File: config.mk
export PLATFORM = sky130hd
export DESIGN_NAME = regfile_loader
export DESIGN_NICKNAME = d
export VERILOG_FILES = /design/src/rtl/regfile_loader.sv
export SDC_FILE = /design/constraint.sdc
export NUM_CORES = 1
export LEC_CHECK = 0
export CAP_MARGIN = 10
export CORE_MARGIN = 1
export CORE_UTILIZATION = 30
export DETAILED_ROUTE_END_ITERATION = 10
export PLACE_DENSITY = 0.55
export SLEW_MARGIN = 20
export SYNTH_ARGS = -nofsm -noshare
export SYNTH_HDL_FRONTEND = slang
export SYNTH_SLANG_ARGS = --single-unit
export TNS_END_PERCENT = 10
File: constraint.sdc
create_clock -name clock -period 1.7 [get_ports clock]
set_input_delay 0.34 -clock clock [delete_from_list [all_inputs] [get_ports clock]]
set_output_delay 0.34 -clock clock [all_outputs]
set_load 0.02 [all_outputs]
File: src/rtl/regfile_loader.sv
// Byte-stream register-file preloader: stalls the processor, then turns
// {address, 4 data bytes} records into regfile write-port pulses.
module regfile_loader #(
    parameter int          DRAIN_CYCLES = 4,
    parameter logic [7:0]  END_BYTE     = 8'hFF
) (
    input  logic        clock,
    input  logic        reset,
    input  logic        start,
    input  logic        in_valid,
    input  logic [7:0]  in_data,
    output logic        in_ready,
    output logic        proc_hold,
    output logic        rf_we,
    output logic [4:0]  rf_waddr,
    output logic [31:0] rf_wdata,
    output logic        busy,
    output logic        done,
    output logic        err,
    output logic [5:0]  wr_count
);

    localparam logic [2:0] S_IDLE    = 3'd0;
    localparam logic [2:0] S_QUIESCE = 3'd1;
    localparam logic [2:0] S_ADDR    = 3'd2;
    localparam logic [2:0] S_DATA    = 3'd3;
    localparam logic [2:0] S_WRITE   = 3'd4;
    localparam logic [2:0] S_DONE    = 3'd5;
    localparam logic [2:0] S_ERR     = 3'd6;

    // A zero drain length still spends one cycle in QUIESCE.
    localparam int DRAIN_LOAD = (DRAIN_CYCLES > 1) ? DRAIN_CYCLES - 1 : 0;
    localparam int CNT_W      = (DRAIN_CYCLES > 2) ? $clog2(DRAIN_CYCLES) : 1;

    logic [2:0]       state;
    logic [CNT_W-1:0] drain_cnt;
    logic [1:0]       byte_idx;

    // NOTE: sequential state uses non-blocking (<=) so every register samples
    // the pre-edge values of the others; blocking here would create ordering races.
    always_ff @(posedge clock or posedge reset) begin
        if (reset) begin
            state     <= S_IDLE;
            drain_cnt <= '0;
            byte_idx  <= '0;
            rf_waddr  <= '0;
            rf_wdata  <= '0;
            err       <= 1'b0;
            wr_count  <= '0;
        end else begin
            case (state)
                S_IDLE, S_ERR: begin
                    if (start) begin
                        err       <= 1'b0;
                        wr_count  <= '0;
                        drain_cnt <= CNT_W'(DRAIN_LOAD);
                        state     <= S_QUIESCE;
                    end
                end
                S_QUIESCE: begin
                    if (drain_cnt == '0) state <= S_ADDR;
                    else                 drain_cnt <= drain_cnt - CNT_W'(1);
                end
                S_ADDR: begin
                    if (in_valid) begin
                        if (in_data < 8'd32) begin
                            rf_waddr <= in_data[4:0];
                            byte_idx <= '0;
                            state    <= S_DATA;
                        end else if (in_data == END_BYTE) begin
                            state <= S_DONE;
                        end else begin
                            err   <= 1'b1;
                            state <= S_ERR;
                        end
                    end
                end
                S_DATA: begin
                    if (in_valid) begin
                        rf_wdata[{byte_idx, 3'b000} +: 8] <= in_data;
                        byte_idx <= byte_idx + 2'd1;
                        if (byte_idx == 2'd3) state <= S_WRITE;
                    end
                end
                S_WRITE: begin
                    // r0 is hardwired, so writes to it are neither issued nor counted.
                    if (rf_waddr != 5'd0 && wr_count != 6'd63)
                        wr_count <= wr_count + 6'd1;
                    state <= S_ADDR;
                end
                S_DONE:  state <= S_IDLE;
                default: state <= S_IDLE;
            endcase
        end
    end

    // NOTE: every output gets a default first, so no path leaves one
    // unassigned and no latch is inferred.
    always_comb begin
        in_ready  = 1'b0;
        proc_hold = 1'b0;
        rf_we     = 1'b0;
        busy      = 1'b0;
        done      = 1'b0;
        case (state)
            S_QUIESCE: begin
                proc_hold = 1'b1;
                busy      = 1'b1;
            end
            S_ADDR, S_DATA: begin
                in_ready  = 1'b1;
                proc_hold = 1'b1;
                busy      = 1'b1;
            end
            S_WRITE: begin
                proc_hold = 1'b1;
                busy      = 1'b1;
                rf_we     = (rf_waddr != 5'd0);
            end
            S_DONE: begin
                proc_hold = 1'b1;
                busy      = 1'b1;
                done      = 1'b1;
            end
            default: ;
        endcase
    end

endmodule

==> impl_metrics.yaml <==
floorplanning:
  core-area_mm2: 0.00781
  rows: 32
  die_h_um: 92.5
  die_area_mm2: 0.00855
  die_w_um: 92.5
  initial_core_util_pct: 31.4
  ios: 61
critical_path:
  worstSetupStartpointType: "register"
  r2r.worst_path.cells: 6
  worstSetupPathType: "reg -> out"
  required_ns: 1.36
  slowest_delay_ns: 0.54
  path_cells: "or4_4, o21ai_4, inv_2, buf_2"
  cp_max_fo: 2
  r2r_slack_ns: 0.09
  critPathArrivalTime_ns: 1.56
  cp-end-kind: "output port"
  cp_slowest_cell: "or4_4"
  r2r-start: "rf_waddr[3]$_DFFE_PP0P_"
  reg2reg_to: "wr_count[5]$_DFFE_PP0P_"
  crit_start: "rf_waddr[3]$_DFFE_PP0P_"
  crit_path_end: "rf_we"
synthesis:
  yosysUniqueCellTypes: 46
  synth_area_mm2: 0.00245
  synth_top_area_cell: "dfrtp_1"
  synth-seq-area-share_pct: 52.0
  ys_ff_latch: 51
  synth-edff-count: 0
  yosys_warnings: 0
  synth.area.top_cells: "dfrtp_1 52%, nand2_1 12%, o21ai_0 4.9%"
  netlist_instances: 255
  synthFlopType: "dfrtp_1"
  synth_top_area_share_pct: 52.0
  syn_nets: 275
  synth.avg_cell_area_um2: 9.63
  postSynth.asyncResetShare_pct: 100
drt:
  antenna_left: 0
  drtIter0Drc: 108
  wl_per_cell_um: 13.6
  firstDrtPassIters: 4
  drcViolationCount: 0
  vias_per_cell: 4.61
  num_vias: 2095
  wl_um: 6190
placement:
  portBuffers: 60
  place_congestion: 0.784
  dp_hpwl_um: 4490
  dp.cells: 444
status:
  status: "finished with violations"
  violations: "negative setup slack"
power:
  p_per_area_mw_per_mm2: 1460
  total_power_mw: 5.19
  total_leakage_power_nw: 1.64
  peakVddDrop_mv: 0.455
grt:
  grt.total_usage_pct: 15.3
  grt_pass1_vias: 1981
  grt_max_degree: 52
  antenna_found_initial: 0
  grt_overflow_total: 0
  grt_pass1_wl_um: 10100
sta:
  period_needed_ns: 1.90
  clock_skew_ns: 0.00638
  slew_viol_final: 0
  setup_viol: 1
  rsz0062_at_grt: "yes"
  worst_slew_pin_slew_ns: 0.332
  relSlewSlack_pct: 77.7
  final-hold-violation-count: 0
  final.period_utilization_pct: 112
  setup_tns_ns: -0.204
  max_freq_mhz: 525
  setup_slack_ns: -0.204
finish:
  postLayoutCoreUtil_pct: 45.6
  num-fill-cells: 793
  nets: 371
  final_cells: 454
  drive_gt1_share_pct: 21.9
  layout_common_cells: "77 x nand2_1, 51 x dfrtp_1, 45 x clkdlybuf4s50_1"
  antenna_cells: 0
  area_growth_syn_to_layout_pct: 44.9
  final_common_cell: "nand2_1"
clocking:
  clockBufferDepth: 2
  cts_buffers: 5
  hold_buffers: 0
  cts_num_sinks: 51
  htree_levels: 2
  cts_tree: "done"
  path_clk_slew_ns: 0.09
  clkLatencyLatePin_ns: 0.30
  cts_root_buf: "clkbuf_8"
hold_path:
  hp-class: "in -> async"
job:
  maxCapViolCount: 0
## final cells by class
type	count	area (um^2)	share of cell area, %
clock buffers	6	82.6	2.32
multi-input cells	184	1100	30.9
flip-flops and latches	51	1280	35.9
well taps	102	128	3.59
clock inverters	2	35.0	0.985
repair buffers	99	898	25.3
inverters	10	37.5	1.06
## critical path: cells and delay by family, from the launching register on
family / cells / cell delay (ns)
AO/OA/AOI/OAI: 1 / 0.15
flip-flops: 1 / 0.38
buffers and inverters: 2 / 0.20
AND/OR/NAND/NOR: 1 / 0.54
## metrics by stage
stage,hold WS (ns),instance area [um^2],setup slack (ns)
floorplan,0.464,2460,0.0104
global placement,0.466,3420,-0.253
detailed placement,0.475,3420,-0.265
CTS,0.414,3540,-0.223
global route,0.419,3560,-0.262
finish,0.399,3560,-0.204
## repair_timing
action,CTS,global route
setup endpoints to repair,10,15
buffers inserted,1,1
gates resized for setup,27,12
## per-layer routing
layer / GRT usage [%] / vias up / routed length, um
li1: - / 1060 / -
met1: 22.4 / 996 / 3190
met2: 22.8 / 37 / 2750
met3: 2.96 / 2 / 217
met4: 4.69 / 0 / 42
met5: 0 / - / 0
## flip-flops by register name, summed over array words and instances, names as in the netlist
signal     count
byte_idx       2
wr_count       6
state          3
rf_waddr       5
rf_wdata      32
drain_cnt      2
err            1
## power by group
part           switching [mW]  total (mW)  internal [mW]
combinational            1.34        2.55           1.21
sequential              0.227        1.77           1.55
clock                   0.396       0.873          0.477
## cells by family after synthesis
family	after synthesis	share of synthesized area, %
multiplexers	9	4.08
adder cells (fa/ha/maj)	8	4.08
AO/OA/AOI/OAI	57	15.0
flip-flops	51	52.0
buffers and inverters	20	3.87
AND/OR/NAND/NOR	109	20.6
XOR/XNOR	1	0.357
## how the worst min path moves through the flow
stage                     cells past startpoint  slack, ns                        to                startpoint
after floorplan                               1       0.46  drain_cnt[1]$_DFFE_PP0P_  drain_cnt[1]$_DFFE_PP0P_
after global placement                        2       0.47  rf_wdata[18]$_DFFE_PP0P_  rf_wdata[18]$_DFFE_PP0P_
after detailed placement                      2       0.47   rf_wdata[1]$_DFFE_PP0P_   rf_wdata[1]$_DFFE_PP0P_
after CTS                                     3       0.41   rf_wdata[0]$_DFFE_PP0P_                     reset
after global routing                          3       0.42  rf_wdata[19]$_DFFE_PP0P_                     reset
final                                         3       0.40  rf_wdata[19]$_DFFE_PP0P_                     reset
## cell usage after synthesis (2+ instances only)
library cell / count
nand2_1: 77
dfrtp_1: 51
o21ai_0: 24
o21ai_1: 11
ha_1: 8
inv_1: 8
buf_2: 7
mux2_2: 6
nor3_1: 6
nor3b_1: 6
a31o_2: 3
a31oi_1: 3
nand3_1: 3
o211ai_1: 3
a21oi_1: 2
and3_1: 2
inv_2: 2
mux2_1: 2
nand4_1: 2
nor2b_1: 2
or3_1: 2
(Power assumes the default switching activity.)
